**src/rtl/port_out_uart_tx.sv**
```systemverilog
// Byte-wide UART transmitter fed from the core's PortOut through a small FIFO; 8N1 frames, LSB first.
// Define UART_TX_PARITY_EN to insert an even-parity bit between data and stop (8E1).
module port_out_uart_tx #(
    parameter int BAUD_DIV = 434,
    parameter int FIFO_AW  = 3
) (
    input  logic             clk,
    input  logic             reset,
    input  logic             wr_en,
    input  logic [7:0]       wr_data,
    output logic             tx,
    output logic             full,
    output logic             busy,
    output logic [FIFO_AW:0] count,
    output logic             overflow
);
    localparam int DEPTH = 2 ** FIFO_AW;
    localparam int BW    = $clog2(BAUD_DIV);

    typedef enum logic [2:0] {
        S_IDLE,
        S_START,
        S_DATA,
        S_PARITY,
        S_STOP
    } state_t;

    state_t             state_q;
    logic               tx_q;
    logic [BW-1:0]      baud_q;
    logic [2:0]         bit_q;
    logic [7:0]         shift_q;
    logic [FIFO_AW-1:0] rd_ptr_q;
    logic [FIFO_AW-1:0] wr_ptr_q;
    logic [FIFO_AW:0]   count_q;
    logic [FIFO_AW:0]   count_d;
    logic               overflow_q;
    logic [7:0]         mem_q [DEPTH];
`ifdef UART_TX_PARITY_EN
    logic               parity_q;
`endif

    logic pop;
    logic push;
    logic baud_end;

    // NOTE: every signal assigned in always_comb gets a default first, so no latch is inferred.
    always_comb begin
        pop      = (state_q == S_IDLE) && (count_q != '0);
        push     = wr_en && (!full || pop);
        baud_end = (baud_q == BW'(BAUD_DIV - 1));
        count_d  = count_q;
        if (push && !pop) count_d = count_q + 1'b1;
        else if (pop && !push) count_d = count_q - 1'b1;
    end

    // NOTE: sequential state uses non-blocking assignments so every register samples pre-edge values.
    always_ff @(posedge clk or negedge reset) begin
        if (!reset) begin
            wr_ptr_q   <= '0;
            count_q    <= '0;
            overflow_q <= 1'b0;
        end else begin
            count_q <= count_d;
            if (push) wr_ptr_q <= wr_ptr_q + 1'b1;
            if (wr_en && !push) overflow_q <= 1'b1;
        end
    end

    // NOTE: FIFO storage has no reset; entries are only read after being written, and a reset-free array maps to RAM.
    always_ff @(posedge clk) begin
        if (push) mem_q[wr_ptr_q] <= wr_data;
    end

    always_ff @(posedge clk or negedge reset) begin
        if (!reset) begin
            state_q  <= S_IDLE;
            tx_q     <= 1'b1;
            baud_q   <= '0;
            bit_q    <= '0;
            shift_q  <= '0;
            rd_ptr_q <= '0;
`ifdef UART_TX_PARITY_EN
            parity_q <= 1'b0;
`endif
        end else begin
            case (state_q)
                S_IDLE: begin
                    if (pop) begin
                        state_q  <= S_START;
                        tx_q     <= 1'b0;
                        baud_q   <= '0;
                        shift_q  <= mem_q[rd_ptr_q];
                        rd_ptr_q <= rd_ptr_q + 1'b1;
`ifdef UART_TX_PARITY_EN
                        parity_q <= ^mem_q[rd_ptr_q];
`endif
                    end
                end
                S_START: begin
                    if (baud_end) begin
                        state_q <= S_DATA;
                        tx_q    <= shift_q[0];
                        baud_q  <= '0;
                        bit_q   <= '0;
                    end else begin
                        baud_q <= baud_q + 1'b1;
                    end
                end
                S_DATA: begin
                    if (baud_end) begin
                        baud_q <= '0;
                        if (bit_q == 3'd7) begin
`ifdef UART_TX_PARITY_EN
                            state_q <= S_PARITY;
                            tx_q    <= parity_q;
`else
                            state_q <= S_STOP;
                            tx_q    <= 1'b1;
`endif
                        end else begin
                            // tx is registered, so it takes the bit that the shift exposes next
                            bit_q   <= bit_q + 1'b1;
                            shift_q <= shift_q >> 1;
                            tx_q    <= shift_q[1];
                        end
                    end else begin
                        baud_q <= baud_q + 1'b1;
                    end
                end
`ifdef UART_TX_PARITY_EN
                S_PARITY: begin
                    if (baud_end) begin
                        state_q <= S_STOP;
                        tx_q    <= 1'b1;
                        baud_q  <= '0;
                    end else begin
                        baud_q <= baud_q + 1'b1;
                    end
                end
`endif
                S_STOP: begin
                    if (baud_end) begin
                        state_q <= S_IDLE;
                        baud_q  <= '0;
                    end else begin
                        baud_q <= baud_q + 1'b1;
                    end
                end
                default: begin
                    state_q <= S_IDLE;
                    tx_q    <= 1'b1;
                    baud_q  <= '0;
                end
            endcase
        end
    end

    assign tx       = tx_q;
    assign full     = (count_q == (FIFO_AW + 1)'(DEPTH));
    assign busy     = (state_q != S_IDLE) || (count_q != '0);
    assign count    = count_q;
    assign overflow = overflow_q;

endmodule

```
**config.mk**
```make
export PLATFORM = sky130hd
export DESIGN_NAME = port_out_uart_tx
export DESIGN_NICKNAME = d
export VERILOG_FILES = /design/src/rtl/port_out_uart_tx.sv
export SDC_FILE = /design/constraint.sdc
export NUM_CORES = 1
export LEC_CHECK = 0
export BUFFER_PORTS_ARGS = -buffer_cell sky130_fd_sc_hd__buf_2
export CAP_MARGIN = 20
export CELL_PAD_IN_SITES_DETAIL_PLACEMENT = 0
export CELL_PAD_IN_SITES_GLOBAL_PLACEMENT = 1
export CORE_MARGIN = 5
export CORE_UTILIZATION = 51
export CTS_BUF_LIST = sky130_fd_sc_hd__clkbuf_16
export DETAILED_ROUTE_END_ITERATION = 10
export HOLD_SLACK_MARGIN = 0.02
export PLACE_DENSITY = 0.75
export SLEW_MARGIN = 20
export SYNTH_ARGS = -nofsm -noshare
export SYNTH_HDL_FRONTEND = slang
export SYNTH_SLANG_ARGS = --single-unit
export TNS_END_PERCENT = 100
```
**constraint.sdc**
```tcl
create_clock -name clk -period 3.64 [get_ports clk]
set_input_delay 0.728 -clock clk [delete_from_list [all_inputs] [get_ports clk]]
set_output_delay 0.728 -clock clk [all_outputs]
set_load 0.005 [all_outputs]
```
== Word-level counts from Yosys, hierarchy flattened ==
Memories as Yosys holds them, arrays and structs flattened.
Cells that the tools add are included.
Word-level totals
  input bits: 11
  output and inout bits: 8
  memories: 1
  register bits after elaboration: 35
  memory bits (writable): 64
Cells by class
  multiplexer cells: 25
  reductions and logical operators: 22
  add/subtract/negate cells: 6
  equal/unequal tests: 12
  bitwise logic cells: 1
Memories
  mem_q: words 8, width 8, read ports 1, clocked after Yosys merged registers in 0, wr ports 1, line 38  | logic [7:0] mem_q [DEPTH];
Operators with widths (count)
  $mux W8: 3
  $mux W3: 7
  $mux W9: 2
  $pmux W9 S2: 1
  $pmux W8 S2: 1
  $ne A2 B2 Y1 const B: 6
  $pmux W3 S4: 1
  $reduce_and A4 Y1: 3
  $add A3 B1 Y3 const B: 3
  $add A9 B1 Y9 const B: 1
  $eq A9 B9 Y1 const B: 1
  $mux W4: 2
  $eq A3 B3 Y1 const B: 2
  $mux W1: 6
  $pmux W3 S2: 1
  $reduce_bool A2 Y1: 3
  $logic_and A1 B1 Y1: 5
  $reduce_and A5 Y1: 1
  $add A4 B1 Y4 const B: 1
  $eq A4 B4 Y1 const B: 1
  $pmux W1 S4: 1
  $reduce_bool A4 Y1: 1
  $sub A4 B1 Y4 const B: 1
  $eq A3 B1 Y1 const B: 1
  other kinds (8): 11

== Depth between registers and ports, before layout ==
  depth in word-level cells: 8
  depth in mapped cells: 11

== Worst setup path before layout ==
No wires, ideal clock.
  path type: register to register
  start: register count_q[0], in the netlist count[0]
  end: register count_q[3], in the netlist count[3]
  arrival: 2.548 ns
  setup time: 0.080 ns
  setup slack: 1.012 ns
  cell stages (with the launch flop): 12
  cell sequence: dfrtp_1 > or4_1 > buf_4 > nand2_4 > buf_4 > ha_1 > inv_1 > ha_1 > a21o_1 > a21oi_1 > mux2i_1 > xnor2_1
Between the ends
  longest elaborated chain between the ends: 7
  elaborated cells between the ends (all ways): 15
  classes of those cells: add/sub (2); eq/ne (1); mux (2); reduce/logical (10)
Ends and longest elaborated chain
  start: declaration: line 35  | logic [FIFO_AW:0] count_q;
  start signal: assignment: line 64  | count_q <= count_d;
  parallel branches: the longest is 7 deep, another holds $sub A4 B1 Y4
Several ways; the timed one is not identified. The select of a mux whose other input is x is not followed.
A chain may end at the register's enable or synchronous reset.

== Final worst setup path ==
Ends and elaborated chain as after synthesis.

==> metrics.md <==
| Metric | Value |
|---|---|
| Global routing usage on met3 | `3.545%` |
| Fin util | `57.29%` |
| Initial DRC Count | `138` |
| Worst setup margin | `0.8464 ns` |
| Required @ worst endpoint | `3.91 ns` |
| Post-CTS Hold Fix Bufs | `0` |
| Busiest layer in global routing | `met2` |
| GRT met2 Usage | `24.86%` |
| Fin crit period | `2.794 ns` |
| CTS sink cnt | `99` |
| Die W | `103.7 um` |
| N_diodes | `0` |
| Register area share after synthesis | `62.54%` |
| GRT overflow | `0` |
| Setup bufs post-CTS | `0` |
| LEAKAGE | `0.001884 uW` |
| Synth top area share | `42.94%` |
| Initial Util | `51.83%` |
| Top cells by instance count after synthesis | `edfxtp_1 (64), dfrtp_1 (34), mux2i_1 (31)` |
| Post-synth EDFFs | `64` |
| Worst-Skew Late Latency | `0.35 ns` |
| Crit start category | `register` |
| Slowest Stage Delay on Critical Path | `0.72 ns` |
| Worst Path Max Fanout | `13` |
| Via count | `2586` |
| I/O Buffers | `18` |
| Final period util | `76.75%` |
| VDD IR max | `373.2 uV` |
| # IOs | `19` |
| Final setup TNS | `0 ns` |
| DP HPWL | `5.312 mm` |
| DR pass1 iterations | `4` |
| First-pass GRT wire length | `13.37 mm` |
| Synth-to-layout area growth | `10.54%` |
| Vias per cell | `5.864` |
| Max_slew headroom | `45.10%` |
| Initial antenna violation count | `0` |
| GRT Total Usage | `15.68%` |
| Share of cells above drive strength 1 | `18.92%` |
| CTS tree | `done` |
| TritonCTS Buffers | `9` |
| Die height | `103.7 um` |
| Full die area | `10750 sq um` |
| Setup crit end kind | `register` |
| Met1 Resource Use GR | `21.10%` |
| Synth Instances | `309` |
| Hold Crit Class | `in2async` |
| Post-synth top flop | `edfxtp_1` |
| Wire per inst | `17.93 um` |
| FMAX | `0.3580 GHz` |
| Final Setup Violations | `0` |
| Measured slew at the worst slew-check pin | `0.8204 ns` |
| Worst Setup Path Type | `reg2reg` |
| Gpl congestion | `0.7862` |
| Area contributors post-synth | `edfxtp_1 (43%), dfrtp_1 (19%), mux2i_1 (6.9%)` |
| Worst-path clk slew | `0.07 ns` |
| Synthesized Nets | `330` |
| Synth area leader | `edfxtp_1` |
| DR DRC count | `0` |
| Row Count | `34` |
| DRT Wirelength | `7.907 mm` |
| Core Area | `8636 sq um` |
| Post-Syn Area per Cell | `14.48 sq um` |
| Cell area after placement | `4633 sq um` |
| Placement Setup Slack | `0.8604 ns` |
| Final #Nets | `349` |
| CP Cell Sequence | `or4_1 > nand2_4 > ha_1 > inv_1 > ha_1 > a21o_1 > a21oi_1 > mux2i_1 > xnor2_1` |
| Routed Antenna Nets | `0` |
| Largest net degree at the start of global routing | `36` |
| Status | `finished clean` |
| Crit path buffers/inverters | `1` |
| Clock Tree Buf Depth | `2` |
| Cell area after layout | `4947 sq um` |
| Post-synthesis cell type count | `58` |
| Vias in the first global route | `2547` |
| Yosys warns | `0` |
| WP data arrival | `3.07 ns` |
| Final hold viol count | `0` |
| Count leader, synth | `edfxtp_1` |
| Root Buffer | `clkbuf_16` |
| Final Max Slew Viols | `0` |
| Critical path's most frequent cell | `ha_1` |
| H-tree depth | `3` |
| Fillers | `704` |
| #FFs+latches synth | `99` |
| Crit path max-delay cell type | `or4_1` |
| Syn Std Cell Area | `4476 sq um` |
| Cts repair resizes | `0` |
| Max-cap violation count | `0` |
| Delay-heaviest family, CP | `simple AND/OR/NAND/NOR gates` |
| Asr flop ratio synth | `35.35%` |
| Post-Route Skew | `0.01250 ns` |
| Unrepaired setup endpoints after global routing | `false` |
| P per Cell Area | `746.2 nW/um^2` |
-- routing by layer --
| layer | part of all wire (%) | vias up | wire [um] |
|---|---|---|---|
| met4 | 1.6 | 0 | 123 |
| li1 | - | 1237 | - |
| met3 | 3.4 | 9 | 268 |
| met2 | 49 | 48 | 3905 |
| met1 | 46 | 1292 | 3610 |
| met5 | 0 | - | 0 |
-- worst paths after layout --
path	start	to	slack, ns	depth (start not counted)
worst min-delay path	reset	baud_q[8]$_DFFE_PN0N_	0.45	1
min in group clk	tx$_DFFE_PN1P_	tx$_DFFE_PN1P_	0.46	2
max in group asynchronous	reset	count[3]$_DFFE_PN0P_	2.69	1
worst min register to register	tx$_DFFE_PN1P_	tx$_DFFE_PN1P_	0.46	2
worst max register to register	count[0]$_DFFE_PN0P_	count[3]$_DFFE_PN0P_	0.85	9
worst max-delay path	count[0]$_DFFE_PN0P_	count[3]$_DFFE_PN0P_	0.85	9
-- sequential cells by signal (all words and copies together), names as in the netlist --
name,count
mem_q,64
baud_q,9
shift_q,8
count,4
bit_q,3
rd_ptr_q,3
state_q,3
wr_ptr_q,3
overflow,1
tx,1
-- kinds of logic after synthesis --
group | Yosys count | share of synthesized area, %
DFF | 99 | 62.54
adders and majority gates | 10 | 2.963
AOI/OAI and AO/OA | 57 | 10.79
buffers and inverters | 16 | 2.264
muxes | 36 | 8.694
and+or+nand+nor | 79 | 10.40
xor gates and xnor gates | 12 | 2.348
-- stage by stage --
| step | cells | power (uW) | hold WS (ns) |
|---|---|---|---|
| after floorplan | 309 | 2476 | 0.4324 |
| after global placement | 425 | 2745 | 0.4525 |
| after detailed placement | 425 | 2764 | 0.4507 |
| after CTS | 441 | 3733 | 0.4638 |
| after global routing | 441 | 3928 | 0.4967 |
| final | 441 | 3692 | 0.4544 |
-- worst reg2reg max path, cell delays in order, from the launching register on --
cell,delay (ns)
dfrtp_1,0.48
or4_1,0.72
nand2_4,0.24
ha_1,0.19
inv_1,0.09
ha_1,0.28
a21o_1,0.17
a21oi_1,0.17
mux2i_1,0.24
xnor2_1,0.13
-- cell type report --
type,instances,area [sq um],share of cell area (%)
multi-input cells,194,1575,31.84
inverters,3,11.26,0.2276
repair buffers,21,112.6,2.276
flip-flops and latches,99,2799,56.58
well taps,108,135.1,2.731
clock inverters,7,88.84,1.796
clock buffers,9,225.2,4.552
-- power breakdown --
group	internal [uW]	total (uW)	switching [uW]
Sequential	1460	1680	217
Clock	495	967	473
Combinational	476	1040	569
Total	2430	3690	1260
-- placed cells by master (no fill, tap or decap), types with 2 or more instances in the layout --
cell       instances
a21o_1             3
a21oi_1            7
a22oi_1            3
a32o_1             2
buf_2             18
buf_4              3
clkbuf_16          9
clkinv_8           3
dfrtp_1           34
edfxtp_1          64
ha_1               9
inv_1              3
inv_8              2
mux2_2             3
mux2i_1           31
mux4_2             2
nand2_1           13
nand2b_1           5
nand3_1            8
nand4_1            3
nor2_1            19
nor3_1            10
o2111ai_1          2
o211ai_1           2
o21ai_0            7
o22ai_1           15
o31ai_1            2
o31ai_4            6
or3_1              2
or4_1              3
xnor2_1            7
xor2_1             5
Note: power is estimated with default switching activity, not from simulation.
